--- src/rtl/gic_master.sv ---
// gic_master: Wishbone B3 classic slave that forwards each bus operation over the
// 4-bit GIC link to a remote gic_slave and terminates the local cycle from its reply.
//
// Ports:
//   wbs_clk_i, wbs_rst_n_i      clock, asynchronous active-low reset
//   wbs_adr_i/dat_i/sel_i/we_i  request fields, latched on acceptance
//   wbs_cyc_i, wbs_stb_i        request qualifiers
//   wbs_cti_i, wbs_bte_i        ignored (classic cycles only)
//   wbs_dat_o                   read data, holds last read value
//   wbs_ack_o/err_o/rty_o       one-cycle termination pulse
//   gic_dat_o                   link nibble toward gic_slave (IDLE when not sending)
//   gic_dat_i                   link nibble from gic_slave
module gic_master #(
    parameter logic [3:0]  IDLE    = 4'b1111,
    parameter int unsigned TIMEOUT = 1024
) (
    input  logic        wbs_clk_i,
    input  logic        wbs_rst_n_i,
    input  logic [31:0] wbs_adr_i,
    input  logic [31:0] wbs_dat_i,
    input  logic [3:0]  wbs_sel_i,
    input  logic        wbs_we_i,
    input  logic        wbs_cyc_i,
    input  logic        wbs_stb_i,
    input  logic [2:0]  wbs_cti_i,
    input  logic [1:0]  wbs_bte_i,
    output logic [31:0] wbs_dat_o,
    output logic        wbs_ack_o,
    output logic        wbs_err_o,
    output logic        wbs_rty_o,
    output logic [3:0]  gic_dat_o,
    input  logic [3:0]  gic_dat_i
);

    typedef enum logic [3:0] {
        StIdle, StTxInit, StTxCmd, StTxSel, StTxAdr, StTxDat, StTxCksum,
        StRxWait, StRxResp, StRxDat, StRxCksum, StDone
    } state_e;

    localparam int unsigned TMO_W = (TIMEOUT > 1) ? $clog2(TIMEOUT) : 1;
    localparam logic [TMO_W-1:0] TMO_LAST = TMO_W'(TIMEOUT - 1);

    // Termination codes, {rty, err, ack}
    localparam logic [2:0] TERM_ACK = 3'b001;
    localparam logic [2:0] TERM_ERR = 3'b010;
    localparam logic [2:0] TERM_RTY = 3'b100;

    state_e            r_state, w_state_nxt;
    logic [3:0]        r_gic, w_gic_nxt;
    logic [2:0]        r_cnt, w_cnt_nxt;
    logic [TMO_W-1:0]  r_tmo, w_tmo_nxt;
    logic [31:0]       r_adr, w_adr_nxt;
    logic [31:0]       r_wdat, w_wdat_nxt;
    logic [3:0]        r_sel, w_sel_nxt;
    logic              r_we, w_we_nxt;
    logic [3:0]        r_cksum, w_cksum_nxt;
    logic [31:0]       r_rdat, w_rdat_nxt;
    logic [2:0]        r_term, w_term_nxt;
    logic              r_abort, w_abort_nxt;
    logic              r_ack, r_err, r_rty;
    logic [2:0]        w_pulse_nxt;
    logic [31:0]       r_dat_o, w_dat_o_nxt;
    logic              w_req;
    logic              w_rd_load;
    logic              w_unused;

    assign w_req    = wbs_cyc_i & wbs_stb_i;
    assign w_unused = ^{wbs_cti_i, wbs_bte_i};

    // XOR of the eight nibbles of a word
    function automatic logic [3:0] fold(input logic [31:0] w);
        logic [3:0] acc;
        acc = 4'h0;
        for (int i = 0; i < 8; i++) begin
            acc = acc ^ w[4*i +: 4];
        end
        return acc;
    endfunction

    // The last nibble of every 8-nibble group carries an extra 4'b1100
    function automatic logic [3:0] tx_cksum(input logic [3:0] sel, input logic [31:0] adr,
                                            input logic [31:0] dat, input logic we);
        logic [3:0] c;
        c = sel ^ fold(adr) ^ 4'hC;
        if (we) begin
            c = c ^ fold(dat) ^ 4'hC;
        end
        return c;
    endfunction

    function automatic logic [2:0] decode_status(input logic [3:0] n);
        logic [2:0] t;
        unique case (n)
            4'b0001: t = TERM_ACK;
            4'b0010: t = TERM_ERR;
            4'b0100: t = TERM_RTY;
            default: t = TERM_ERR;
        endcase
        return t;
    endfunction

    always_comb begin
        w_state_nxt = r_state;
        w_gic_nxt   = IDLE;
        w_cnt_nxt   = r_cnt;
        w_tmo_nxt   = r_tmo;
        w_adr_nxt   = r_adr;
        w_wdat_nxt  = r_wdat;
        w_sel_nxt   = r_sel;
        w_we_nxt    = r_we;
        w_cksum_nxt = r_cksum;
        w_rdat_nxt  = r_rdat;
        w_term_nxt  = r_term;
        w_pulse_nxt = 3'b000;
        w_dat_o_nxt = r_dat_o;
        w_rd_load   = 1'b0;
        // Once the master lets go, this operation never terminates on the bus
        w_abort_nxt = r_abort | ((r_state != StIdle) & ~w_req);

        case (r_state)
            StIdle: begin
                w_abort_nxt = 1'b0;
                if (w_req) begin
                    w_adr_nxt   = wbs_adr_i;
                    w_wdat_nxt  = wbs_dat_i;
                    w_sel_nxt   = wbs_sel_i;
                    w_we_nxt    = wbs_we_i;
                    w_cksum_nxt = tx_cksum(wbs_sel_i, wbs_adr_i, wbs_dat_i, wbs_we_i);
                    w_gic_nxt   = 4'b1010;
                    w_state_nxt = StTxInit;
                end
            end
            StTxInit: begin
                w_gic_nxt   = {r_we, 3'b000};
                w_state_nxt = StTxCmd;
            end
            StTxCmd: begin
                w_gic_nxt   = r_sel;
                w_state_nxt = StTxSel;
            end
            StTxSel: begin
                w_gic_nxt   = r_adr[31:28];
                w_cnt_nxt   = 3'd0;
                w_state_nxt = StTxAdr;
            end
            StTxAdr: begin
                if (r_cnt == 3'd7) begin
                    if (r_we) begin
                        w_gic_nxt   = r_wdat[31:28];
                        w_cnt_nxt   = 3'd0;
                        w_state_nxt = StTxDat;
                    end else begin
                        w_gic_nxt   = r_cksum;
                        w_state_nxt = StTxCksum;
                    end
                end else begin
                    w_adr_nxt = {r_adr[27:0], 4'h0};
                    w_gic_nxt = r_adr[27:24];
                    w_cnt_nxt = r_cnt + 3'd1;
                end
            end
            StTxDat: begin
                if (r_cnt == 3'd7) begin
                    w_gic_nxt   = r_cksum;
                    w_state_nxt = StTxCksum;
                end else begin
                    w_wdat_nxt = {r_wdat[27:0], 4'h0};
                    w_gic_nxt  = r_wdat[27:24];
                    w_cnt_nxt  = r_cnt + 3'd1;
                end
            end
            StTxCksum: begin
                w_tmo_nxt   = '0;
                w_state_nxt = StRxWait;
            end
            StRxWait: begin
                if (gic_dat_i == 4'b0101) begin
                    w_state_nxt = StRxResp;
                end else if ((TIMEOUT != 0) && (r_tmo == TMO_LAST)) begin
                    w_term_nxt  = TERM_ERR;
                    w_state_nxt = StDone;
                end else begin
                    w_tmo_nxt = r_tmo + TMO_W'(1);
                end
            end
            StRxResp: begin
                w_term_nxt = decode_status(gic_dat_i);
                w_cnt_nxt  = 3'd0;
                w_state_nxt = r_we ? StDone : StRxDat;
            end
            StRxDat: begin
                w_rdat_nxt = {r_rdat[27:0], gic_dat_i};
                if (r_cnt == 3'd7) begin
                    w_state_nxt = StRxCksum;
                end else begin
                    w_cnt_nxt = r_cnt + 3'd1;
                end
            end
            StRxCksum: begin
                if (gic_dat_i != (fold(r_rdat) ^ 4'hC)) begin
                    w_term_nxt = TERM_ERR;
                end
                w_rd_load   = 1'b1;
                w_state_nxt = StDone;
            end
            StDone: begin
                w_state_nxt = StIdle;
            end
            default: begin
                w_state_nxt = StIdle;
            end
        endcase

        // Outputs are registered, so the pulse is scheduled on entry to StDone
        if ((w_state_nxt == StDone) && (r_state != StDone) && !w_abort_nxt) begin
            w_pulse_nxt = w_term_nxt;
            if (w_rd_load) begin
                w_dat_o_nxt = r_rdat;
            end
        end
    end

    always_ff @(posedge wbs_clk_i or negedge wbs_rst_n_i) begin
        if (!wbs_rst_n_i) begin
            r_state <= StIdle;
            r_gic   <= IDLE;
            r_cnt   <= 3'd0;
            r_tmo   <= '0;
            r_adr   <= 32'h0;
            r_wdat  <= 32'h0;
            r_sel   <= 4'h0;
            r_we    <= 1'b0;
            r_cksum <= 4'h0;
            r_rdat  <= 32'h0;
            r_term  <= 3'b000;
            r_abort <= 1'b0;
            r_ack   <= 1'b0;
            r_err   <= 1'b0;
            r_rty   <= 1'b0;
            r_dat_o <= 32'h0;
        end else begin
            r_state <= w_state_nxt;
            r_gic   <= w_gic_nxt;
            r_cnt   <= w_cnt_nxt;
            r_tmo   <= w_tmo_nxt;
            r_adr   <= w_adr_nxt;
            r_wdat  <= w_wdat_nxt;
            r_sel   <= w_sel_nxt;
            r_we    <= w_we_nxt;
            r_cksum <= w_cksum_nxt;
            r_rdat  <= w_rdat_nxt;
            r_term  <= w_term_nxt;
            r_abort <= w_abort_nxt;
            r_ack   <= w_pulse_nxt[0];
            r_err   <= w_pulse_nxt[1];
            r_rty   <= w_pulse_nxt[2];
            r_dat_o <= w_dat_o_nxt;
        end
    end

    assign wbs_dat_o = r_dat_o;
    assign wbs_ack_o = r_ack;
    assign wbs_err_o = r_err;
    assign wbs_rty_o = r_rty;
    assign gic_dat_o = r_gic;

endmodule

--- config.mk ---
export PLATFORM = sky130hd
export DESIGN_NAME = gic_master
export DESIGN_NICKNAME = d
export VERILOG_FILES = /design/src/rtl/gic_master.sv
export SDC_FILE = /design/constraint.sdc
export NUM_CORES = 1
export LEC_CHECK = 0
export BUFFER_PORTS_ARGS = -buffer_cell sky130_fd_sc_hd__buf_2
export CAP_MARGIN = 25
export CORE_MARGIN = 1
export CORE_UTILIZATION = 30
export DETAILED_ROUTE_END_ITERATION = 16
export HOLD_SLACK_MARGIN = 0.03
export PLACE_DENSITY_LB_ADDON = 0.05
export SYNTH_ARGS = -nofsm -noshare
export SYNTH_HDL_FRONTEND = slang
export SYNTH_SLANG_ARGS = --single-unit
--- constraint.sdc ---
create_clock -name wbs_clk_i -period 2.68 [get_ports wbs_clk_i]
set_input_delay 0.536 -clock wbs_clk_i [delete_from_list [all_inputs] [get_ports wbs_clk_i]]
set_output_delay 0.536 -clock wbs_clk_i [all_outputs]
set_load 0.1 [all_outputs]
== Word-level counts from Yosys, hierarchy flattened ==
Index checks and enable logic that the tools add are counted.

* Bits in registers: 165
* Word-level logic and storage cells: 126
* Output and inout port bits: 39
* Bits of input ports: 82

* $add $sub $neg: 2
* Equality and inequality tests: 25
* Reductions and logical operators: 17
* Multiplexer cells: 36
* Bitwise logic cells: 30

{| class="wikitable"
|+ Operator list
! operator !! count
|-
| two-way mux 32 bit || 4
|-
| one-hot mux 32 bit (2 select lines) || 2
|-
| XOR 4 bit || 23
|-
| one-hot mux 4 bit (11 select lines) || 1
|-
| two-way mux 4 bit || 10
|-
| == test 4 x 3 -> 1 bit (second input constant) || 6
|-
| two-way mux 3 bit || 8
|-
| one-hot mux 4 bit (6 select lines) || 1
|-
| two-way mux 10 bit || 2
|-
| one-hot mux 10 bit (2 select lines) || 1
|-
| one-hot mux 3 bit (3 select lines) || 2
|-
| == test 4 bit (second input constant) || 4
|-
| inequality test 2 bit (second input constant) || 6
|-
| AND reduction 3 bit || 4
|-
| adder 10 x 1 -> 10 bit (second input constant) || 1
|-
| == test 10 bit (second input constant) || 1
|-
| == test 4 x 1 -> 1 bit (second input constant) || 2
|-
| == test 4 x 2 -> 1 bit (second input constant) || 2
|-
| NOT 2 bit || 3
|-
| one-hot mux 3 bit (2 select lines) || 1
|-
| nonzero test 2 bit || 3
|-
| zero test 4 bit || 1
|-
| two-way mux 2 bit || 2
|-
| inequality test 4 bit || 1
|-
| other kinds (14) || 19
|}

== Depth between registers and ports, before layout ==
Gate-level depths: netlist of the first run.

* Depth in word-level cells: 12
* Depth in mapped cells: 9
* Depth with buffers taken out: 8

== Least setup slack after synthesis of the first run ==
No wires, ideal clock.

* Path kind: flip-flop to flip-flop
* Start: register r_cnt[0]
* End: register r_dat_o[10] (netlist: wbs_dat_o[10])
* Buffers on the path: 1
* Period minus slack after synthesis: 2.209 ns
* Data required time: 2.555 ns
* Stages on the path, launching flop included: 10
* Setup slack: 0.471 ns
* Setup time: 0.125 ns
* Arrival time: 2.084 ns
* Cell sequence: dfrtp_1 > ha_1 > ha_1 > clkinv_1 > a211oi_1 > o21bai_1 > a221oi_2 > nand2_2 > buf_6 > mux2_4

* Word-level cells in the longest chain between the ends: 7
* Elaborated cells between the ends (all ways): 9
* Those cells by class: eq/ne: 2; mux: 4; reduce/logical: 3

{| class="wikitable"
|+ RTL lines
! item !! RTL line !! text
|-
| start, declared || 50 || <nowiki>logic [2:0] r_cnt, w_cnt_nxt;</nowiki>
|-
| start signal, assigned || 244 || <nowiki>r_cnt <= w_cnt_nxt;</nowiki>
|-
| == test 3 bit (*) || 147, 163, 193 ||
|-
| two-way mux 4 bit (on tied branches) || 193, 147, 163 ||
|-
| one-hot mux 4 bit (11 select lines) (*) || 120 || <nowiki>case (r_state)</nowiki>
|-
| == test 4 bit (*) || 215 || <nowiki>if ((w_state_nxt == StDone) && (r_state != StDone) && !w_abort_nxt) begin</nowiki>
|-
| logical AND 1 bit (*) (2 in a row) || 215 ||
|-
| AND reduction 2 bit (no source line) (*) || - ||
|-
| end signal, assigned || 257 || <nowiki>r_dat_o <= w_dat_o_nxt;</nowiki>
|-
| end, declared || 62 || <nowiki>logic [31:0] r_dat_o, w_dat_o_nxt;</nowiki>
|}

Every way passes the cells marked *; elsewhere a longest branch is shown, timed or not.
A chain may end at the register's enable or synchronous reset.

== Worst setup path in the final report of the first run ==
* Start: register r_cnt[0]
* End: register r_dat_o[16] (netlist: wbs_dat_o[16])

Same word-level chain as after synthesis.

==> results of run 1 <==
Yosys cell counts, types with 3 or more instances:
cell type    n  area share [%]
dfrtp_1    161              49
nand2_1    123             5.6
xnor2_1     74             7.9
nor2_1      63             2.9
o21ai_0     44             2.7
mux2_2      36             4.9
mux2i_1     34             4.1
mux2_4      30             5.5
a31oi_1     28             2.1
xor2_1      23             2.4
clkbuf_1    22             1.0
a21oi_1     16            0.97
buf_2       11            0.67
nand3_1      9            0.55
a22o_1       8            0.85
nor3_1       7            0.43
inv_1        6            0.27
nand4_1      6            0.46
and3_1       5            0.38
dfstp_2      4             1.3
nor2b_1      4            0.30
xnor3_1      4             1.1
a32oi_1      3            0.32
buf_6        3            0.41
ha_1         3            0.46
nand2b_1     3            0.23
nor3b_1      3            0.27
timing repair:
action / in CTS / in global routing
setup buffers: 0 / 2
endpoints found under the setup margin: 0 / 32
gates resized for setup: 0 / 1
final cells by class:
class	instances	area, um2	share of cell area, %
clock inverters	15	180	1.79
repair buffers	148	912	9.08
well taps	341	427	4.25
clock buffers	17	425	4.24
inverters	8	33.8	0.336
flip-flops and latches	165	4130	41.2
multi-input cells	553	3930	39.1
power by group through the flow:
stage	Combinational, mW	Clock (mW)	Sequential [mW]
after floorplan	2.49	0	3.68
after global placement	3.75	0	3.58
after detailed placement	3.86	0	3.60
after CTS	3.87	2.57	3.55
after global routing	4.27	2.66	3.63
final	3.80	2.47	3.54
per-stage QoR:
step | cells | area [um2] | hold WS, ps | utilization [%] | worst slack (ps)
finish | 1247 | 10000 | 96.1 | 37.3 | 262
floorplan | 764 | 8230 | 240 | - | 471
global route | 1247 | 10000 | 133 | 37.3 | 53.7
global placement | 1212 | 9390 | 461 | 34.8 | 156
detailed placement | 1213 | 9420 | 472 | 34.9 | 123
CTS | 1245 | 10000 | 120 | 37.2 | 100
sequential cells by signal, summed over array words and instances (netlist names), 3 cells and up:
| name | flops |
|---|---|
| r_rdat | 32 |
| r_cksum | 4 |
| r_sel | 4 |
| r_wdat | 32 |
| r_adr | 32 |
| gic_dat_o | 4 |
| wbs_dat_o | 32 |
| r_state | 4 |
| r_cnt | 3 |
| r_tmo | 10 |
| r_term | 3 |
worst reg2reg max path, cell delays in order, from the launching register on:
cell and delay (ps):
dfrtp_1 370, ha_1 160, ha_1 220, clkinvlp_4 140
a211oi_1 270, o21bai_1 130, a221oi_2 350, nand2_2 160
buf_12 210, mux2_4 300
per-layer routing:
| metal | global-route usage (%) | wire length, um |
|---|---|---|
| met5 | 0 | 0 |
| met4 | 4.55 | 325 |
| met3 | 3.17 | 708 |
| met2 | 25.7 | 9930 |
| met1 | 19.4 | 9470 |
cells in the final DEF, fill, tap and decap left out, types with 4 or more instances in the layout:
cell type,instances
nand2_1,123
xnor2_1,74
buf_2,114
clkinv_8,5
nor2b_1,4
inv_8,5
dfrtp_1,161
xor2_1,23
xnor3_1,4
nor3_1,5
and3_1,5
a31oi_1,28
mux2_4,30
nor2_1,62
a22o_1,8
nand4_1,6
buf_4,27
o21ai_0,43
inv_1,6
mux2_2,36
a21oi_1,15
clkbuf_16,17
dfstp_2,4
mux2i_1,34
nand3_1,9
buf_12,5
path summary, 6_finish.rpt:
check	from	endpoint	slack, ps	depth (start not counted)
setup / recovery	r_cnt[0]$_DFFE_PN0P_	wbs_dat_o[16]$_DFFE_PN0P_	260	9
hold / removal	wbs_rst_n_i	r_tmo[8]$_DFFE_PN0P_	100	1
setup reg to reg	r_cnt[0]$_DFFE_PN0P_	wbs_dat_o[16]$_DFFE_PN0P_	260	9
hold reg to reg	r_cnt[0]$_DFFE_PN0P_	r_cnt[0]$_DFFE_PN0P_	480	1
max in group asynchronous	wbs_rst_n_i	gic_dat_o[3]$_DFF_PN1_	1860	2
min in group wbs_clk_i	wbs_sel_i[3]	r_sel[3]$_DFFE_PN0P_	350	3
cell families after synthesis:
family,after synthesis
buffers and inverters,46
and+or+nand+nor,232
muxes,100
xor gates and xnor gates,101
adders and majority gates,3
AOI/OAI and AO/OA,117
DFF,165
==> results.sh, run 1 <==
export IMPL_htreeDepth=4
export IMPL_cts_tree="built"
export IMPL_synth_edf_count=0
export IMPL_synthSimpleGateAreaFrac_pct=12.1
export IMPL_synth_cell_types=51
export IMPL_path_class="flip-flop to flip-flop"
export IMPL_cp_end_kind="flip-flop"
export IMPL_p_clk_share_pct=25.1
export IMPL_fin_nets=978
export IMPL_hold_path_class="input pin to async pin"
export IMPL_setup_viol=0
export IMPL_vias=5881
export IMPL_period_share_pct=90.2
export IMPL_ioPinCount=121
export IMPL_nFillCells=2717
export IMPL_yosys_area_share_adder_pct=0.456
export IMPL_cellInternalPower_mw=5.84
export IMPL_wl_um=20400
export IMPL_async_flop_share_pct=100
export IMPL_firstDrtPassIters=4
export IMPL_synth_seq_area_share_pct=50.2
export IMPL_synth_top_family_by_area="multiplexers"
export IMPL_critPathTopFamily="compound AO/OA/AOI/OAI gates"
export IMPL_dp_hpwl_um=14900
export IMPL_grt_pass1_wl_um=33600
export IMPL_fp_coreArea_um2=27000
export IMPL_start_util_pct=30.5
export IMPL_power_leakage_nw=4.82
export IMPL_synth_compound_area_share_pct=8.77
export IMPL_period_needed_ps=2420
export IMPL_synth_xor_area_share_pct=11.4
export IMPL_root_buffer="clkbuf_16"
export IMPL_fin_worst_skew_ps=14.3
export IMPL_clkLatencyLatePin_ps=430
export IMPL_numPortBuffers=115
export IMPL_syn_inst=764
export IMPL_worstPathMaxFanout=19
export IMPL_slowest_delay_ps=370
export IMPL_ir_worst_vdd_uv=406
export IMPL_slew_viol_final=0
export IMPL_num_rows=60
export IMPL_critPathLaunchType="flip-flop"
export IMPL_cts_made_buffers=17
export IMPL_diodes=0
export IMPL_cpMaxStageDelayCell="dfrtp_1"
export IMPL_antenna_found_initial=0
export IMPL_crit_required_ps=3000
export IMPL_cp_data_arrival_time_ps=2740
export IMPL_grtUsageTotal_pct=15.2
export IMPL_syn_avg_cell_area_um2=10.8
export IMPL_critPathBufInv=2
export IMPL_cts_sinks=165
export IMPL_syn_cell_area_um2=8230
export IMPL_die_area_um2=28100
export IMPL_grt_setup_unrepaired="false"
export IMPL_clockBufferDepth=2
export IMPL_power_switching_mw=3.97
export IMPL_ys_ff_latch=165
export IMPL_pwr_share_seq_pct=36.1
export IMPL_clkTransAtPathRegs_ps=70
export IMPL_syn_to_final_growth_pct=22.0
export IMPL_die_width_um=168
export IMPL_overflow=0
export IMPL_viasPerCell=4.72
export IMPL_holdBufCountCts=0
export IMPL_p_comb_share_pct=38.7
export IMPL_yosysWarnings=0
export IMPL_powerDensity_nw_per_um2=978
export IMPL_synthMuxAreaShare_pct=14.5
export IMPL_place_congestion=0.829
export IMPL_synthFlopType="dfrtp_1"
export IMPL_slew_headroom_pct=57.7
export IMPL_grt_max_degree=62
export IMPL_die_h_um=168
export IMPL_drc_errors=0
export IMPL_path_common_cell="ha_1"
export IMPL_wl_per_cell_um=16.4
export IMPL_fin_tns_setup_ps=0
export IMPL_drive_above_1_share_pct=28.7
export IMPL_power_mw=9.82
export IMPL_switching_share_pct=40.5
export IMPL_worstMarginPinSlew_ps=633
export IMPL_hold_violations=0
export IMPL_cap_violations=0
export IMPL_dr_first_iter_drc_count=273
export IMPL_status="finished, final reports clean"
export IMPL_crit_chain="ha_1, ha_1, clkinvlp_4, a211oi_1, o21bai_1, a221oi_2, nand2_2, buf_12, mux2_4"
export IMPL_syn_num_nets=849
export IMPL_clock_fmax_mhz=414
export IMPL_postRouteAntennaNets=0
export IMPL_grt_pass1_vias=6288
No activity file was read; power rests on OpenSTA's default activity.
==> inputs of run 2 (changes only) <==
--- a/config.mk
+++ b/config.mk
@@ -13,4 +13,5 @@
 export HOLD_SLACK_MARGIN = 0.03
 export PLACE_DENSITY_LB_ADDON = 0.05
+export REMOVE_ABC_BUFFERS = 1
 export SYNTH_ARGS = -nofsm -noshare
 export SYNTH_HDL_FRONTEND = slang
==> constraint.sdc (replaced) <==
create_clock -name wbs_clk_i -period 2.68 [get_ports wbs_clk_i]
set_input_delay 0.268 -clock wbs_clk_i [delete_from_list [all_inputs] [get_ports wbs_clk_i]]
set_output_delay 0.268 -clock wbs_clk_i [all_outputs]
set_load 0.1 [all_outputs]
==> results.sh, run 2 (synthesis gave the netlist of run 1 again) <==
export IMPL_dr_first_iter_drc_count=265
export IMPL_power_leakage_nw=4.79
export IMPL_pre_cts_slack_ps=243
export IMPL_ioPinCount=121
export IMPL_firstDrtPassIters=4
export IMPL_dp_hpwl_um=13400
export IMPL_grt_pass1_wl_um=31300
export IMPL_critPathTopFamily="compound AO/OA/AOI/OAI gates"
export IMPL_status="finished, final reports clean"
export IMPL_fin_nets=971
export IMPL_layout_commonest_cell="dfrtp_1"
export IMPL_grt_max_degree=62
export IMPL_wl_um=18900
export IMPL_slew_headroom_pct=50.3
export IMPL_post_place_cells=1207
export IMPL_postRouteAntennaNets=0
export IMPL_critPathLaunchType="flip-flop"
export IMPL_die_width_um=168
export IMPL_ir_worst_vdd_uv=396
export IMPL_grt_setup_unrepaired="false"
export IMPL_period_needed_ps=2450
export IMPL_place_area_um2=9360
export IMPL_clkLatencyLatePin_ps=430
export IMPL_die_h_um=168
export IMPL_num_rows=60
export IMPL_root_buffer="clkbuf_16"
export IMPL_fin_worst_skew_ps=12.3
export IMPL_cp_end_kind="flip-flop"
export IMPL_fin_cells=1241
export IMPL_hold_path_class="input pin to flip-flop"
export IMPL_hold_violations=0
export IMPL_cap_violations=0
export IMPL_path_common_cell="ha_1"
export IMPL_fin_hold_ws_ps=82.4
export IMPL_die_area_um2=28100
export IMPL_clockBufferDepth=2
export IMPL_drive_above_1_share_pct=27.8
export IMPL_crit_chain="ha_1, ha_1, clkinv_1, a211oi_1, o21bai_1, a221oi_2, nand2_2, buf_12, mux2_4"
export IMPL_slowest_delay_ps=370
export IMPL_grt_pass1_vias=6079
export IMPL_slew_viol_final=0
export IMPL_fp_coreArea_um2=27000
export IMPL_overflow=0
export IMPL_power_mw=9.81
export IMPL_cts_sinks=165
export IMPL_path_class="flip-flop to flip-flop"
export IMPL_cp_data_arrival_time_ps=2750
export IMPL_crit_required_ps=2980
export IMPL_post_cts_setup_buffer_count=0
export IMPL_wl_per_cell_um=15.2
export IMPL_powerDensity_nw_per_um2=982
export IMPL_setup_viol=0
export IMPL_drc_errors=0
export IMPL_antenna_found_initial=2
export IMPL_layout_common_cells="161 x dfrtp_1, 123 x nand2_1, 114 x buf_2"
export IMPL_start_util_pct=30.5
export IMPL_htreeDepth=4
export IMPL_syn_to_final_growth_pct=21.4
export IMPL_cts_tree="built"
export IMPL_viasPerCell=4.68
export IMPL_place_congestion=0.788
export IMPL_clkTransAtPathRegs_ps=70
export IMPL_period_share_pct=91.4
export IMPL_cts_made_buffers=17
export IMPL_cpMaxStageDelayCell="dfrtp_1"
export IMPL_worstPathMaxFanout=32
export IMPL_vias=5808
export IMPL_finalInstanceArea_um2=9990
export IMPL_critPathBufInv=2
export IMPL_setup_ws_ps=230
export IMPL_grtUsageTotal_pct=14.1
export IMPL_numPortBuffers=115
export IMPL_clock_fmax_mhz=408
export IMPL_worstMarginPinSlew_ps=744
==> run 2: changes by cell type in the layout (fill, tap and decap cells not counted), sizes merged <==
cell / previous run / this run
diode: 0 / 2
clkinv: 9 / 5
bufinv: 0 / 3
clkinvlp: 2 / 0
buf: 148 / 140
dlygate4sd3: 0 / 1
inv: 12 / 14
==> run 2: worst min-delay path, cell delays in order <==
cell and delay [ps]:
buf_2 110, nand2_1 50, nand2_1 50
==> run 2: worst paths after layout <==
| check | start | end | slack (ps) | depth (start not counted) |
|---|---|---|---|---|
| max in group asynchronous | wbs_rst_n_i | gic_dat_o[0]$_DFF_PN1_ | 1560 | 3 |
| worst min register to register | r_wdat[21]$_DFFE_PN0P_ | r_wdat[21]$_DFFE_PN0P_ | 480 | 2 |
| min in group asynchronous | wbs_rst_n_i | wbs_dat_o[12]$_DFFE_PN0P_ | 360 | 2 |
| worst max-delay path | r_cnt[0]$_DFFE_PN0P_ | wbs_dat_o[10]$_DFFE_PN0P_ | 230 | 9 |
| worst max register to register | r_cnt[0]$_DFFE_PN0P_ | wbs_dat_o[10]$_DFFE_PN0P_ | 230 | 9 |
| worst min-delay path | wbs_sel_i[2] | r_sel[2]$_DFFE_PN0P_ | 80 | 3 |
==> run 2: power by group <==
part,switching [mW],internal [mW],leakage (nW)
logic,2.29,1.40,2.35
registers,0.396,3.15,2.13
clock network,1.08,1.49,0.302
==> run 2: routing by layer <==
metal | track usage, % | part of all wire [%] | routed length, um
met1 | 17.3 | 45 | 8560
met2 | 24.7 | 50 | 9360
met3 | 3.40 | 3.9 | 730
met4 | 3.87 | 1.1 | 214
met5 | 0 | 0 | 0
==> run 2: area by class of cell <==
cell class              count  area (um2)
flip-flops and latches    165        4130
repair buffers            141         855
clock inverters            14         185
well taps                 341         427
multi-input cells         553        3930
fillers                  2656       17000
inverters                   8        30.0
diodes                      2        5.00
clock buffers              17         425
==> run 2: timing repair <==
action / CTS / global route
gates resized for setup: 0 / 0
endpoints found under the hold margin: 48 / 0
hold buffers: 1 / 0
==> run 2: stage by stage <==
stage	TNS [ps]	utilization, %
2_1_floorplan	-188870	-
4_1_cts	0	37.0
5_1_grt	0	37.1
3_3_place_gp	0	34.7
6_report	0	37.1
3_5_place_dp	0	34.7
==> inputs of run 3 (changes only) <==
ABC_AREA = 1   (was unset)
==> results.sh, run 3 <==
export IMPL_place_congestion=0.814
export IMPL_rrSetupSlack_ps=420
export IMPL_critPathLaunch="r_state[3]$_DFF_PN0_"
export IMPL_met3_wirelength_um=615
export IMPL_hold_path_class="input pin to flip-flop"
export IMPL_synth_seq_area_share_pct=47.7
export IMPL_synth_cell_types=42
export IMPL_grt_pass1_wl_um=36000
export IMPL_pre_cts_slack_ps=410
export IMPL_antenna_found_initial=0
export IMPL_period_share_pct=84.3
export IMPL_crit_chain="nor2_4, nand2_2, nor3_2, nor3_1, nand4_1, nand2_2, nor2_4, nand2_4, buf_12, nand2_2, o21ai_2"
export IMPL_hold_depth=3
export IMPL_worstHoldEndpoint="r_wdat[0]$_DFFE_PN0P_"
export IMPL_dr_first_iter_drc_count=349
export IMPL_drive_above_1_share_pct=21.8
export IMPL_fp_coreArea_um2=28100
export IMPL_met2_length_um=10400
export IMPL_holdBufCountCts=1
export IMPL_die_width_um=172
export IMPL_critPathLaunchType="flip-flop"
export IMPL_syn_cell_area_um2=8670
export IMPL_postRouteAntennaNets=0
export IMPL_fin_worst_skew_ps=15.4
export IMPL_die_area_um2=29600
export IMPL_synthFlopType="dfrtp_1"
export IMPL_cts_tree="built"
export IMPL_grtUsageTotal_pct=15.6
export IMPL_top_layer="met4"
export IMPL_clockBufferDepth=2
export IMPL_ys_ff_latch=165
export IMPL_synth_commonest_cells="309 x nand2_1, 161 x dfrtp_1, 111 x inv_1, 68 x nor2_1, 63 x o21ai_0"
export IMPL_fin_cells=1573
export IMPL_cts_resized=0
export IMPL_root_buffer="clkbuf_16"
export IMPL_p_comb_share_pct=33.6
export IMPL_power_switching_mw=3.71
export IMPL_cp_data_arrival_time_ps=2580
export IMPL_fin_nets=1267
export IMPL_cpMaxStageDelayCell="dfrtp_1"
export IMPL_dp_hpwl_um=15300
export IMPL_clkTransAtPathRegs_ps=80
export IMPL_power_leakage_nw=5.02
export IMPL_synth_edf_count=0
export IMPL_grt_setup_unrepaired="false"
export IMPL_yosysTopAreaCell="dfrtp_1"
export IMPL_overflow=0
export IMPL_layout_commonest_cell="nand2_1"
export IMPL_firstDrtPassIters=5
export IMPL_diodes=0
export IMPL_wl_met1_um=10600
export IMPL_nFillCells=3036
export IMPL_ioPinCount=121
export IMPL_fin_tns_setup_ps=0
export IMPL_cellInternalPower_mw=5.59
export IMPL_clock_fmax_mhz=443
export IMPL_post_place_cells=1540
export IMPL_yosysMostFrequentCell="nand2_1"
export IMPL_async_flop_share_pct=100
export IMPL_r2r_cells=11
export IMPL_htreeDepth=4
export IMPL_rr_endpoint="wbs_dat_o[15]$_DFFE_PN0P_"
export IMPL_wl_per_cell_um=13.8
export IMPL_worstMarginPinSlew_ps=629
export IMPL_slew_headroom_pct=58.0
export IMPL_slew_viol_final=0
export IMPL_p_clk_share_pct=27.7
export IMPL_grt_pass1_vias=6923
export IMPL_clkLatencyLatePin_ps=440
export IMPL_ys_top_cells_by_area="dfrtp_1 46%, nand2_1 13%, inv_1 4.8%"
export IMPL_synth_top_cell_area_share_pct=46.5
export IMPL_drc_errors=0
export IMPL_numPortBuffers=115
export IMPL_path_class="flip-flop to flip-flop"
export IMPL_hp_start="wbs_dat_i[0]"
export IMPL_place_area_um2=9730
export IMPL_crit_required_ps=3000
export IMPL_hold_violations=0
export IMPL_setup_viol=0
export IMPL_status="finished, final reports clean"
export IMPL_die_h_um=172
export IMPL_layout_common_cells="308 x nand2_1, 161 x dfrtp_1, 114 x buf_2"
export IMPL_setup_ws_ps=421
export IMPL_cap_violations=0
export IMPL_slowest_delay_ps=450
export IMPL_finalInstanceArea_um2=10300
export IMPL_vias=7021
export IMPL_worstPathMaxFanout=60
export IMPL_powerDensity_nw_per_um2=898
export IMPL_syn_to_final_growth_pct=19.4
export IMPL_post_cts_setup_buffer_count=0
export IMPL_viasPerCell=4.46
export IMPL_reg2reg_from="r_state[3]$_DFF_PN0_"
export IMPL_start_util_pct=30.9
export IMPL_num_rows=61
export IMPL_switching_share_pct=39.9
export IMPL_cts_made_buffers=17
export IMPL_path_common_cell="nand2_2"
export IMPL_cp_end_kind="flip-flop"
export IMPL_yosysWarnings=0
export IMPL_syn_avg_cell_area_um2=8.13
export IMPL_ir_worst_vdd_uv=364
export IMPL_grt_max_degree=66
export IMPL_pwr_share_seq_pct=38.6
export IMPL_wl_um=21700
export IMPL_period_needed_ps=2260
export IMPL_syn_inst=1066
export IMPL_cts_sinks=165
## run 3: area by class of cell
| cell class | count | area (um2) | share of cell area [%] |
|---|---|---|---|
| inverters | 119 | 447 | 4.32 |
| clock buffers | 17 | 425 | 4.11 |
| repair buffers | 138 | 795 | 7.68 |
| clock inverters | 15 | 181 | 1.75 |
| well taps | 378 | 473 | 4.57 |
| multi-input cells | 741 | 3890 | 37.6 |
| flip-flops and latches | 165 | 4130 | 39.9 |
## run 3: power groups by stage
stage	logic, mW	clock network [mW]	registers [mW]
after floorplan	2.04	0	3.78
after CTS	3.19	2.68	3.60
after detailed placement	3.18	0	3.64
final	3.13	2.58	3.59
after global routing	3.63	2.76	3.68
after global placement	3.17	0	3.63
## run 3: how the worst max path moves through the flow
stage | to | cells after the start
6_report | wbs_dat_o[15]$_DFFE_PN0P_ | 11
5_1_grt | wbs_dat_o[25]$_DFFE_PN0P_ | 11
4_1_cts | wbs_dat_o[1]$_DFFE_PN0P_ | 11
3_5_place_dp | wbs_dat_o[15]$_DFFE_PN0P_ | 11
3_3_place_gp | wbs_dat_o[23]$_DFFE_PN0P_ | 11
2_1_floorplan | r_adr[11]$_DFFE_PN0P_ | 5
## run 3: cell families after synthesis
family | synth area share [%]
compound gates | 12.5
flops | 47.7
fa+ha+maj | 0.433
xor+xnor | 6.26
simple gates | 25.4
buf+inv | 7.69
## run 3: metal layers
metal  up-vias  GRT usage, %
met5         -             0
met3         7          2.72
li1       3665             -
met1      3246          20.5
met4         0          4.54
met2       103          26.3
## run 3: stage by stage
step	hold WS [ps]	utilization (%)	total power, mW
CTS	51.1	36.8	9.47
finish	74.6	36.8	9.30
floorplan	-27.6	-	5.82
global route	65.3	36.8	10.1
detailed placement	302	34.7	6.82
global placement	302	34.7	6.81
## run 3: worst max-delay path: cells and delay by family, from the launching register on
family / cells / cell delay [ps]
AOI/OAI and AO/OA: 1 / 50
buffers and inverters: 1 / 230
DFF: 1 / 450
and+or+nand+nor: 9 / 1380
